<file path="src/rtl/peripheral_bus_master_pkg.sv">
// Shared encodings for the peripheral bus initiator: FSM states, the
// peripheral index field position inside the Wishbone address, and the read
// value returned on a timed-out access.
package peripheral_bus_master_pkg;

    typedef enum logic [1:0] {
        ST_IDLE    = 2'd0,
        ST_ACCESS  = 2'd1,
        ST_RESPOND = 2'd2
    } state_t;

    localparam int PIDX_MSB = 15;
    localparam int PIDX_LSB = 12;

    localparam logic [31:0] TIMEOUT_RDATA = 32'hFFFF_FFFF;

endpackage

</file>
<file path="src/rtl/peripheral_bus_timeout.sv">
// Stall counter for a peripheral access: cleared outside the access, counts
// busy cycles, flags expiry on the last allowed busy cycle (never if 0).
module peripheral_bus_timeout #(
    parameter int TIMEOUT_CYCLES = 255,
    parameter int COUNTER_WIDTH  = 8
) (
    input  logic clk,
    input  logic rst,
    input  logic clr_i,
    input  logic en_i,
    output logic expired_o
);

    localparam logic [COUNTER_WIDTH-1:0] LAST =
        (TIMEOUT_CYCLES == 0) ? '0 : COUNTER_WIDTH'(TIMEOUT_CYCLES - 1);

    logic [COUNTER_WIDTH-1:0] cnt_q;
    logic [COUNTER_WIDTH-1:0] cnt_d;

    always_comb begin
        cnt_d = cnt_q;
        if (clr_i) begin
            cnt_d = '0;
        end else if (en_i) begin
            cnt_d = cnt_q + 1'b1;
        end
    end

    always_ff @(posedge clk or posedge rst) begin
        if (rst) begin
            cnt_q <= '0;
        end else begin
            cnt_q <= cnt_d;
        end
    end

    assign expired_o = (TIMEOUT_CYCLES != 0) && (cnt_q == LAST);

endmodule

</file>
<file path="src/rtl/peripheral_bus_master.sv">
// Wishbone classic slave to peripheral bus initiator: one access at a time,
// index decode to one-hot enables, busy stall with timeout, ack/err return.
module peripheral_bus_master
    import peripheral_bus_master_pkg::*;
#(
    parameter int PERIPHERAL_COUNT = 8,
    parameter int TIMEOUT_CYCLES   = 255,
    parameter int COUNTER_WIDTH    = 8
) (
    input  logic                        clk,
    input  logic                        rst,
    input  logic                        wb_cyc_i,
    input  logic                        wb_stb_i,
    input  logic                        wb_we_i,
    input  logic [3:0]                  wb_sel_i,
    input  logic [23:0]                 wb_adr_i,
    input  logic [31:0]                 wb_dat_i,
    output logic                        wb_ack_o,
    output logic                        wb_err_o,
    output logic [31:0]                 wb_dat_o,
    output logic [PERIPHERAL_COUNT-1:0] peripheral_enable,
    output logic                        peripheralBus_we,
    output logic                        peripheralBus_oe,
    input  logic                        peripheralBus_busy,
    output logic [11:0]                 peripheralBus_address,
    output logic [3:0]                  peripheralBus_byteSelect,
    output logic [31:0]                 peripheralBus_dataWrite,
    input  logic [31:0]                 peripheralBus_dataRead
);

    state_t      state_q, state_d;
    logic [3:0]  idx_q, idx_d;
    logic [11:0] adr_q, adr_d;
    logic [3:0]  sel_q, sel_d;
    logic [31:0] wdat_q, wdat_d;
    logic        we_q, we_d;
    logic        err_q, err_d;
    logic [31:0] rdat_q, rdat_d;

    logic        req;
    logic        idx_ok;
    logic        expired;
    logic        unused_adr;

    assign unused_adr = ^wb_adr_i[23:16];

    assign req    = wb_cyc_i && wb_stb_i && !wb_ack_o && !wb_err_o;
    assign idx_ok = {1'b0, wb_adr_i[PIDX_MSB:PIDX_LSB]} < 5'(PERIPHERAL_COUNT);

    peripheral_bus_timeout #(
        .TIMEOUT_CYCLES (TIMEOUT_CYCLES),
        .COUNTER_WIDTH  (COUNTER_WIDTH)
    ) u_timeout (
        .clk       (clk),
        .rst       (rst),
        .clr_i     (state_q != ST_ACCESS),
        .en_i      ((state_q == ST_ACCESS) && peripheralBus_busy),
        .expired_o (expired)
    );

    always_ff @(posedge clk or posedge rst) begin
        if (rst) begin
            state_q <= ST_IDLE;
        end else begin
            state_q <= state_d;
        end
    end

    // Dropping cyc wins over completion so an abandoned cycle never acks.
    always_comb begin
        state_d = state_q;
        case (state_q)
            ST_IDLE: begin
                if (req) begin
                    state_d = idx_ok ? ST_ACCESS : ST_RESPOND;
                end
            end
            ST_ACCESS: begin
                if (!wb_cyc_i) begin
                    state_d = ST_IDLE;
                end else if (!peripheralBus_busy || expired) begin
                    state_d = ST_RESPOND;
                end
            end
            ST_RESPOND: state_d = ST_IDLE;
            default:    state_d = ST_IDLE;
        endcase
    end

    always_comb begin
        idx_d  = idx_q;
        adr_d  = adr_q;
        sel_d  = sel_q;
        wdat_d = wdat_q;
        we_d   = we_q;
        err_d  = err_q;
        rdat_d = rdat_q;
        if (state_q == ST_IDLE && req) begin
            idx_d  = wb_adr_i[PIDX_MSB:PIDX_LSB];
            adr_d  = wb_adr_i[11:0];
            sel_d  = wb_sel_i;
            wdat_d = wb_dat_i;
            we_d   = wb_we_i;
            err_d  = !idx_ok;
            rdat_d = '0;
        end else if (state_q == ST_ACCESS && wb_cyc_i) begin
            if (!peripheralBus_busy) begin
                err_d  = 1'b0;
                rdat_d = we_q ? 32'h0 : peripheralBus_dataRead;
            end else if (expired) begin
                err_d  = 1'b1;
                rdat_d = we_q ? 32'h0 : TIMEOUT_RDATA;
            end
        end
    end

    always_ff @(posedge clk or posedge rst) begin
        if (rst) begin
            idx_q  <= '0;
            adr_q  <= '0;
            sel_q  <= '0;
            wdat_q <= '0;
            we_q   <= 1'b0;
            err_q  <= 1'b0;
            rdat_q <= '0;
        end else begin
            idx_q  <= idx_d;
            adr_q  <= adr_d;
            sel_q  <= sel_d;
            wdat_q <= wdat_d;
            we_q   <= we_d;
            err_q  <= err_d;
            rdat_q <= rdat_d;
        end
    end

    // Outputs decode only registered state, so no wb_* input reaches the bus.
    always_comb begin
        peripheral_enable        = '0;
        peripheralBus_we         = 1'b0;
        peripheralBus_oe         = 1'b0;
        peripheralBus_address    = '0;
        peripheralBus_byteSelect = '0;
        peripheralBus_dataWrite  = '0;
        wb_ack_o                 = 1'b0;
        wb_err_o                 = 1'b0;
        wb_dat_o                 = '0;
        if (state_q == ST_ACCESS) begin
            for (int i = 0; i < PERIPHERAL_COUNT; i++) begin
                peripheral_enable[i] = (idx_q == 4'(i));
            end
            peripheralBus_we         = we_q;
            peripheralBus_oe         = !we_q;
            peripheralBus_address    = adr_q;
            peripheralBus_byteSelect = sel_q;
            peripheralBus_dataWrite  = we_q ? wdat_q : 32'h0;
        end else if (state_q == ST_RESPOND) begin
            wb_ack_o = !err_q;
            wb_err_o = err_q;
            wb_dat_o = rdat_q;
        end
    end

endmodule

</file>
<file path="config.mk">
export PLATFORM = sky130hd
export DESIGN_NAME = peripheral_bus_master
export DESIGN_NICKNAME = d
export VERILOG_FILES = /design/src/rtl/peripheral_bus_master_pkg.sv /design/src/rtl/peripheral_bus_timeout.sv /design/src/rtl/peripheral_bus_master.sv
export SDC_FILE = /design/constraint.sdc
export NUM_CORES = 1
export LEC_CHECK = 0
export CAP_MARGIN = 20
export CORE_ASPECT_RATIO = 0.6
export CORE_MARGIN = 10
export CORE_UTILIZATION = 44
export CTS_BUF_LIST = sky130_fd_sc_hd__clkbuf_8 sky130_fd_sc_hd__clkbuf_16
export CTS_CLUSTER_SIZE = 10
export DETAILED_ROUTE_END_ITERATION = 10
export PLACE_DENSITY_LB_ADDON = 0.05
export RECOVER_POWER = 100
export SLEW_MARGIN = 20
export SYNTH_ARGS = -nofsm -noshare
export SYNTH_HDL_FRONTEND = slang
export SYNTH_SLANG_ARGS = --single-unit
</file>
<file path="constraint.sdc">
create_clock -name clk -period 3.6 [get_ports clk]
set_input_delay 0.54 -clock clk [delete_from_list [all_inputs] [get_ports clk]]
set_output_delay 0.54 -clock clk [all_outputs]
set_load 0.02 [all_outputs]
</file>
After elaboration in Yosys (flattened, before gate mapping)
Cells that the tools add are included.
{ "word_totals": {"out_inout_bits": 92, "inputBits": 98, "regBits": 96} }
{ "classes": {"n_reduce_logical": 19, "n_eq_ne": 14, "addsub": 1, "n_mux": 30, "magnitude_cmp": 1} }
{ "op_table": {"columns": ["op", "count"], "rows": [
  ["2-to-1 mux 32 bit", 10],
  ["2-to-1 mux 8 bit", 3],
  ["equality test 4 x 3 -> 1 bit, second input constant", 4],
  ["2-to-1 mux 12 bit", 1],
  ["2-to-1 mux 1 bit", 10],
  ["adder 8 x 1 -> 8 bit, second input constant", 1],
  ["equality test 4 x 2 -> 1 bit, second input constant", 2],
  ["equality test 8 bit, second input constant", 1],
  ["2-to-1 mux 2 bit", 4],
  ["logical AND 1 bit", 6],
  ["zero test 1 bit", 6],
  ["equality test 4 x 1 -> 1 bit, second input constant", 1],
  ["zero test 4 bit", 1],
  ["< comparator 4 bit, second input constant", 1],
  ["2-to-1 mux 4 bit", 1],
  ["one-hot mux 2 bit (2 select lines)", 1],
  ["AND reduction 2 bit", 2],
  ["nonzero test 2 bit", 2],
  ["!= test 3 x 1 -> 1 bit, second input constant", 1],
  ["!= test 3 bit, second input constant", 1],
  ["equality test 2 x 1 -> 1 bit, second input constant", 1],
  ["equality test 2 bit, second input constant", 1],
  ["zero test 2 bit", 1],
  ["!= test 2 x 1 -> 1 bit, second input constant", 1],
  ["other kinds (2)", 2]
]} }

Longest topological paths before layout
Gate-level depths: netlist (run 1).
{ "depth": {"word_depth": 9, "depth_mapped": 7} }

Hierarchy
A second synthesis (run 1) with hierarchy kept.
{ "unflattened": {"hier_cells": 540, "hier_area_um2": 4808.4} }
{ "modules_own_cells": {"columns": ["module", "seq_area_each_um2", "area_per_inst_um2", "instances", "cells_per_inst"], "rows": [
  ["peripheral_bus_master", 2202.1, 4401.7, 1, 498],
  ["peripheral_bus_timeout", 200.2, 406.6, 1, 42]
]} }

Worst setup path before layout (run 1)
No wires, ideal clock.
{ "synth_path": {"path_kind": "register to output", "start": "register state_q[1]", "end": "output peripheral_enable[0]", "required_time_ps": 3060, "path_buffers": 1, "stages_incl_launch_ff": 5, "arrival_time_ps": 1506, "path_slack_ps": 1554, "cell_sequence": "dfrtp_1 -> nand2b_1 -> buf_4 -> or3_1 -> nor3_1"} }
{ "synth_via": {"elab_chain_len": 2} }
{ "synth_lines": {"columns": ["element", "line", "text"], "rows": [
  ["from (decl)", "peripheral_bus_master.sv:31", "state_t state_q, state_d;"],
  ["from (signal assigned)", "peripheral_bus_master.sv:65", "state_q <= state_d;"],
  ["equality test 2 x 1 -> 1 bit", "peripheral_bus_master.sv:148", "if (state_q == ST_ACCESS) begin"],
  ["2-to-1 mux 8 bit", "peripheral_bus_master.sv:148", null],
  ["to (decl)", "peripheral_bus_master.sv:21", "output logic [PERIPHERAL_COUNT-1:0] peripheral_enable,"]
]} }
Every way passes these cells.

Worst setup path in the final report (run 1)
{ "layout_path": {"start": "register state_q[0]", "end": "output peripheralBus_dataWrite[10]"} }
{ "layout_via": {"elab_chain_len": 2} }
{ "layout_lines": {"columns": ["element", "line", "text"], "rows": [
  ["equality test 2 x 1 -> 1 bit", "peripheral_bus_master.sv:148", null],
  ["2-to-1 mux 32 bit", "peripheral_bus_master.sv:148", null],
  ["to (decl)", "peripheral_bus_master.sv:27", "output logic [31:0] peripheralBus_dataWrite,"]
]} }
Every way passes these cells.

==> metrics.md, run 1 <==
| Metric | Value |
|---|---|
| Net Count, Synth | 491 |
| Mapped Area | around 4700 um2 |
| Port-buffer cells | between 150 and 200 |
| Max-slew violation count | 50 |
| Die area | roughly 15,000 um2 |
| CTS tree | done |
| Worst path arrival time | 2.49 ns |
| Root Driver | clkbuf_16 |
| Yosys top cell by area | dfrtp_1 |
| Cell-internal power | 2090 uW |
| Worst hold-check path type | reg -> reg |
| Total negative slack | 0 ns |
| ANT cells | 0 |
| Clock transition at path regs | around 0.07 ns |
| Metal1 wirelength | between 5000 and 6000 um |
| Worst slew pin tran | roughly 2.2 ns |
| Final Setup Violations | 0 |
| Gr usage total | between 10% and 20% |
| Minimum clock period | 3.03 ns |
| R2R Path Start | we_q |
| Clock Power Share | between 30 and 40% |
| R2r setup slk | slightly below 1 ns |
| Nets@finish | around 660 |
| HP Start | wdat_q[24] |
| WS Path Type | reg -> out |
| GRT overflow | 0 |
| Post-DP HPWL | about 9400 um |
| DR vias | about 3,500 |
| CP Cell Sequence | and2b_1, buf_4, and3_1, dlygate4sd3_1 |
| Core Area | between 10,000 and 15,000 um2 |
| Sw Ratio | approximately a quarter |
| Maximum VDD drop | ~0.24 mV |
| Mapped Cells | slightly below 400 |
| Htree depth | 3 |
| Drt wl/cell | around 18 um |
| Max_slew headroom | -49.4% |
| Placer congestion estimate | 0.773 |
| Reg2reg end | rdat_q[0] |
| Crit end category | primary output |
| Initial Util | between 40% and 50% |
| Vias in the first global route | roughly 3,800 |
| Synth unique cells | 36 |
| Fill cells | approximately 860 |
| Final Hold Fails | 0 |
| 1st-pass router iterations | 4 |
| Seq/Total Area, Yosys | 51.1% |
| DR vias/cell | roughly 5 |
| Critical-path top delay cell | dlygate4sd3_1 |
| Clock sinks | between 90 and 100 |
| P&R area growth vs syn | 41.8% |
| DRC Markers | 0 |
| Synthesized flop and latch total | 96 |
| Row cnt | 29 |
| Routed length on met3 | 1300 um |
| Psw | between 700 and 800 uW |
| Die W | between 150 and 200 um |
| # IOs | between 150 and 200 |
| Number of gates resized after CTS | 0 |
| Outcome | complete, but fails checks |
| Clk_lat worst skew | approximately 0.34 ns |
| Seq pwr share | a little under half |
| Met2 WL | slightly below 6000 um |
| Failing checks | capacitance limit, slew limit |
| RSZ-0062 raised after global routing | no |
| Post-layout util | 63.6% |
| Setup Fix Bufs, Post-CTS | 0 |
| WP data required | between 3 and 4 ns |
| Iteration-0 DRC Markers | ~170 |
| Leak | approximately 0.0032 uW |
| Critical path capture point | peripheralBus_dataWrite[10] |
| Highest metal layer with signal wires | met4 |
| Syn_area_per_cell | around 12 um2 |
| Top cells by area, synth | dfrtp_1 (51%), mux2_4 (15%), and2_1 (6.7%) |
| Fin Clk Skew | 0.00306 ns |
| Antenna violations before repair | 0 |
| Crit. Startpoint | state_q[0] |
| Setup crit start kind | flop |
| Post-route ant nets | 0 |
| First-pass GRT wire length | 21,300 um |
| Die Y | between 100 and 150 um |
| Max cap viols | 1 |
| PD cells | between 400 and 500 nW/um2 |
| Final worst path period share | 84.2% |
| Critical Path Max Stage Delay | approximately 0.7 ns |
| Maximum number of pins on one net before global-route repair | 50 |
| R2r worst-path depth | 3 |
| Synthesis warning total | 0 |
| Clock Tree Buf Depth | 2 |
| Final WL | ~13,000 um |
| Combinational Power Share | between 15 and 20% |
| Hold_buf cts | 0 |
| Maximum fanout along the worst path | 39 |
| Share of post-route cells with drive strength above 1 | between 6 and 7% |
| Final Hold Slack | about 0.48 ns |
| Achievable frequency | 330 MHz |
| Synth top area share | approximately 50% |
| CTS Buf Count | 9 |
critical path, delay by kind of cell (launching register included):
| kind | cells | cell delay [ns] |
|---|---|---|
| buffers and inverters | 2 | 1.08 |
| DFF | 1 | 0.47 |
| and+or+nand+nor | 2 | 0.58 |
state kept, by name (all words and copies together) (netlist names):
register / count
sel_q: 4
adr_q: 12
rdat_q: 32
idx_q: 4
state_q: 2
err_q: 1
u_timeout.cnt_q: 8
wdat_q: 32
we_q: 1
power by group through the flow:
stage               registers [uW]  logic, uW  clock network [uW]
floorplan                     1310        379                   0
global placement              1340        551                   0
detailed placement            1350        565                   0
CTS                           1340        565                1050
global route                  1350        494                1090
finish                        1330        448                1030
metal layers:
layer	up-vias	GRT usage (%)
li1	1685	-
met1	1691	20.9
met2	102	26.3
met3	8	8.71
met4	0	4.12
met5	-	0
how the worst min path moves through the flow:
| stage | endpoint | depth (start not counted) |
|---|---|---|
| finish | wdat_q[24] | 1 |
| global route | rdat_q[20] | 1 |
| CTS | rdat_q[13] | 1 |
| detailed placement | rdat_q[5] | 1 |
| global placement | rdat_q[23] | 1 |
| floorplan | rdat_q[0] | 1 |
stage by stage:
step                      worst slack (ns)  power (uW)  cell area [um2]  std cells
after floorplan                      0.555        1690             4700        391
after global placement               0.999        1900             6550        690
after detailed placement             0.964        1910             6550        690
after CTS                            0.612        2950             6870        706
after global routing                 0.401        2940             6670        706
final                                0.569        2800             6670        706
layout by cell type, fill, tap and decap left out, types with 2 or more instances in the layout:
cell,Yosys,final
xor2_1,3,3
bufinv_16,0,2
inv_1,3,2
o21ai_0,6,6
mux2_4,48,3
nand2b_1,4,4
nand4_1,2,2
clkbuf_2,0,3
buf_4,1,3
mux2_2,4,4
nand2_1,8,8
or3_1,3,3
a21oi_1,2,2
dlygate4sd3_1,0,93
and3_1,33,33
and2_1,50,50
o2bb2ai_1,32,32
nor2b_1,2,2
xnor2_1,2,2
ha_1,2,2
mux2_1,0,45
nor3_1,3,3
clkdlybuf4s50_1,0,88
nor2_1,45,46
dfrtp_1,96,96
nand3_1,6,7
clkbuf_16,0,9
clkinvlp_4,0,3
synthesized netlist by cell type:
cell type / n
a211oi_1: 1
a21oi_1: 2
and2_1: 50
and2b_1: 1
and3_1: 33
and3b_1: 1
buf_1: 1
buf_12: 4
buf_2: 4
buf_4: 1
buf_6: 4
buf_8: 1
clkbuf_1: 13
dfrtp_1: 96
ha_1: 2
inv_1: 3
mux2_2: 4
mux2_4: 48
nand2_1: 8
nand2b_1: 4
nand3_1: 6
nand3_2: 1
nand4_1: 2
nand4_2: 1
nor2_1: 45
nor2_4: 1
nor2b_1: 2
nor2b_2: 1
nor3_1: 3
o21ai_0: 6
o21ai_2: 1
o21bai_1: 1
o2bb2ai_1: 32
or3_1: 3
xnor2_1: 2
xor2_1: 3
layout make-up:
class                           count  area (um2)  share of cell area [%]
Timing Repair Buffer              188        1870                    28.0
Tap cell                          139         174                    2.61
Clock inverter                      7        96.3                    1.44
Clock buffer                        9         225                    3.38
Inverter                            3        12.5                   0.188
Multi-Input combinational cell    264        1890                    28.4
Sequential cell                    96        2400                    36.0
kinds of logic (layout without fill, tap and decap cells):
group | Yosys count | after routing | share of synthesized area, %
AOI/OAI and AO/OA | 43 | 43 | 7.32
xor gates and xnor gates | 5 | 5 | 0.931
adders and majority gates | 2 | 2 | 0.532
buffers and inverters | 31 | 207 | 4.92
DFF | 96 | 96 | 51.1
muxes | 52 | 52 | 16.3
and+or+nand+nor | 162 | 162 | 18.9
No activity file was read; power rests on OpenSTA's default activity.
==> inputs of run 2 (changes only) <==
--- a/config.mk
+++ b/config.mk
@@ -8,7 +8,7 @@
 export CAP_MARGIN = 20
 export CORE_ASPECT_RATIO = 0.6
 export CORE_MARGIN = 10
-export CORE_UTILIZATION = 44
+export CORE_UTILIZATION = 39
 export CTS_BUF_LIST = sky130_fd_sc_hd__clkbuf_8 sky130_fd_sc_hd__clkbuf_16
 export CTS_CLUSTER_SIZE = 10
 export DETAILED_ROUTE_END_ITERATION = 10
==> constraint.sdc (replaced) <==
create_clock -name clk -period 2.7 [get_ports clk]
set_input_delay 0.405 -clock clk [delete_from_list [all_inputs] [get_ports clk]]
set_output_delay 0.405 -clock clk [all_outputs]
set_load 0.02 [all_outputs]
==> metrics.md, run 2 (synthesized netlist as in run 1, its figures left out) <==
| Metric | Value |
|---|---|
| P&R area growth vs syn | 43.4% |
| Clock Tree Buf Depth | 2 |
| Largest regs | rdat_q (32), wdat_q (32), adr_q (12) |
| Sw Ratio | around 24% |
| Port-buffer cells | between 150 and 200 |
| Maximum number of pins on one net before global-route repair | 58 |
| WS Path Type | reg -> out |
| Psw | about 940 uW |
| GRT overflow | 0 |
| Core Area | about 12,000 um2 |
| Clock sinks | 96 |
| Post-route insts no fill | around 730 |
| First-pass GRT wire length | 21,800 um |
| Worst hold-check path type | reg -> reg |
| Clock Power Share | a little under two fifths |
| DR vias/cell | slightly below 5 |
| Setup crit start kind | flop |
| Row cnt | 30 |
| Final Setup Violations | 0 |
| Crit end category | primary output |
| Layout Cell Area excl Fill | between 6000 and 7000 um2 |
| CTS Buf Count | 9 |
| Htree depth | 3 |
| 1st-pass router iterations | 4 |
| Die Y | roughly 110 um |
| Final worst path period share | between 90% and 100% |
| Placer congestion estimate | ~0.77 |
| Final Hold Fails | 0 |
| Clock transition at path regs | roughly 0.06 ns |
| CTS tree | done |
| Combinational Power Share | 16.4% |
| Fill cells | roughly 1,000 |
| Commonest non-fill, non-tap cell in the layout | clkdlybuf4s50_1 |
| Worst path arrival time | ~2.2 ns |
| Root Driver | clkbuf_16 |
| Gr usage total | approximately 16% |
| Post-route ant nets | 0 |
| ANT cells | 0 |
| WP data required | around 2.3 ns |
| Maximum VDD drop | between 0.3 and 0.4 mV |
| Antenna violations before repair | 0 |
| Maximum fanout along the worst path | 41 |
| Leak | just over 0.003 uW |
| DRC Markers | 0 |
| Placed Cells incl. Taps | just over 700 |
| Max-slew violation count | 0 |
| Cell-internal power | about 2900 uW |
| RSZ-0062 raised after global routing | no |
| Nets@finish | 664 |
| Die W | around 160 um |
| Max cap viols | 0 |
| Share of post-route cells with drive strength above 1 | 6.33% |
| Seq pwr share | 45.5% |
| Post-DP HPWL | roughly 9700 um |
| Vias in the first global route | 3,938 |
| Die area | ~17,000 um2 |
| DR vias | about 3,500 |
| Fin Clk Skew | approximately 0.006 ns |
| Final WL | roughly 13,000 um |
| Clk_lat worst skew | 0.34 ns |
| Initial Util | about two fifths |
| # IOs | between 150 and 200 |
| Outcome | completed |
| PD cells | 571 nW/um2 |
| Total negative slack | 0 ns |
| Post-layout util | 58.5% |
| Worst slew pin tran | around 1.5 ns |
| Iteration-0 DRC Markers | slightly above 80 |
| Minimum clock period | 2.58 ns |
| Drt wl/cell | about 18 um |
| Most frequent cells in the layout | clkdlybuf4s50_1 (112), dfrtp_1 (96), dlygate4sd3_1 (67), mux2_1 (48), and2_1 (47) |
| Max_slew headroom | under 10% |
| Placed cell area | ~6600 um2 |
| Achievable frequency | 388 MHz |
==> run 2: cell types whose count changed in the layout (fill, tap and decap cells not counted), moves of 2 or more <==
cell / previous run / this run
mux2_4: 3 / 0
clkinvlp_4: 3 / 1
clkdlybuf4s50_1: 88 / 112
mux2_1: 45 / 48
clkbuf_4: 0 / 2
and2_1: 50 / 47
dlygate4sd3_1: 93 / 67
clkbuf_1: 0 / 2
and2_0: 0 / 3
==> run 2: stage by stage <==
| stage | hold WS [ns] | total power [uW] | setup slack, ns |
|---|---|---|---|
| final | 0.477 | 3850 | 0.120 |
| after global routing | 0.492 | 4040 | 0.0292 |
| after CTS | 0.484 | 4070 | 0.0907 |
| after detailed placement | 0.466 | 2580 | 0.377 |
| after global placement | 0.462 | 2550 | 0.400 |
| after floorplan | 0.448 | 2250 | 0.789 |
==> run 2: timing repair <==
item	4_1_cts	5_1_grt
endpoints found under the hold margin	0	0
hold buffers	0	0
gates cloned	0	0
setup buffers	0	0
gates resized for setup	1	3
setup endpoints to repair	2	3
==> run 2: path summary, 6_finish.rpt <==
| kind | cells after the start | slack, ns | endpoint | from |
|---|---|---|---|---|
| min | 1 | 0.48 | sel_q[2] | sel_q[2] |
| min reg2reg | 1 | 0.48 | sel_q[2] | sel_q[2] |
| min in group asynchronous | 3 | 0.89 | rdat_q[31] | rst |
| max | 4 | 0.12 | peripheralBus_dataWrite[2] | state_q[0] |
| max reg2reg | 6 | 0.54 | rdat_q[31] | u_timeout.cnt_q[0] |
| max in group asynchronous | 3 | 0.76 | wdat_q[18] | rst |
==> run 2: power groups by stage <==
stage / logic (uW) / registers [uW] / clock network [uW]
after floorplan: 506 / 1740 / 0
after global placement: 774 / 1780 / 0
after detailed placement: 791 / 1790 / 0
after CTS: 795 / 1770 / 1510
after global routing: 696 / 1780 / 1560
final: 632 / 1750 / 1470
==> run 2: final cells by class <==
| class | instances | area (um2) | share of cell area, % |
|---|---|---|---|
| Multi-Input combinational cell | 264 | 1900 | 28.1 |
| Inverter | 3 | 15.0 | 0.223 |
| Clock inverter | 6 | 108 | 1.59 |
| Timing Repair Buffer | 190 | 1890 | 28.0 |
| Tap cell | 160 | 200 | 2.97 |
| Clock buffer | 10 | 239 | 3.54 |
| Sequential cell | 96 | 2400 | 35.6 |
==> run 2: critical path, stage by stage, from the launching register on <==
cell and delay (ns):
dfrtp_1 0.47, and2b_4 0.28, buf_12 0.21, and3_1 0.17, dlygate4sd3_1 0.70
==> run 2: layer usage <==
metal / part of all wire [%] / vias up / global-route usage, %
li1: - / 1688 / -
met1: 43 / 1751 / 18.7
met2: 46 / 100 / 25.1
met3: 9.7 / 9 / 8.11
met4: 0.64 / 0 / 2.91
met5: 0 / - / 0
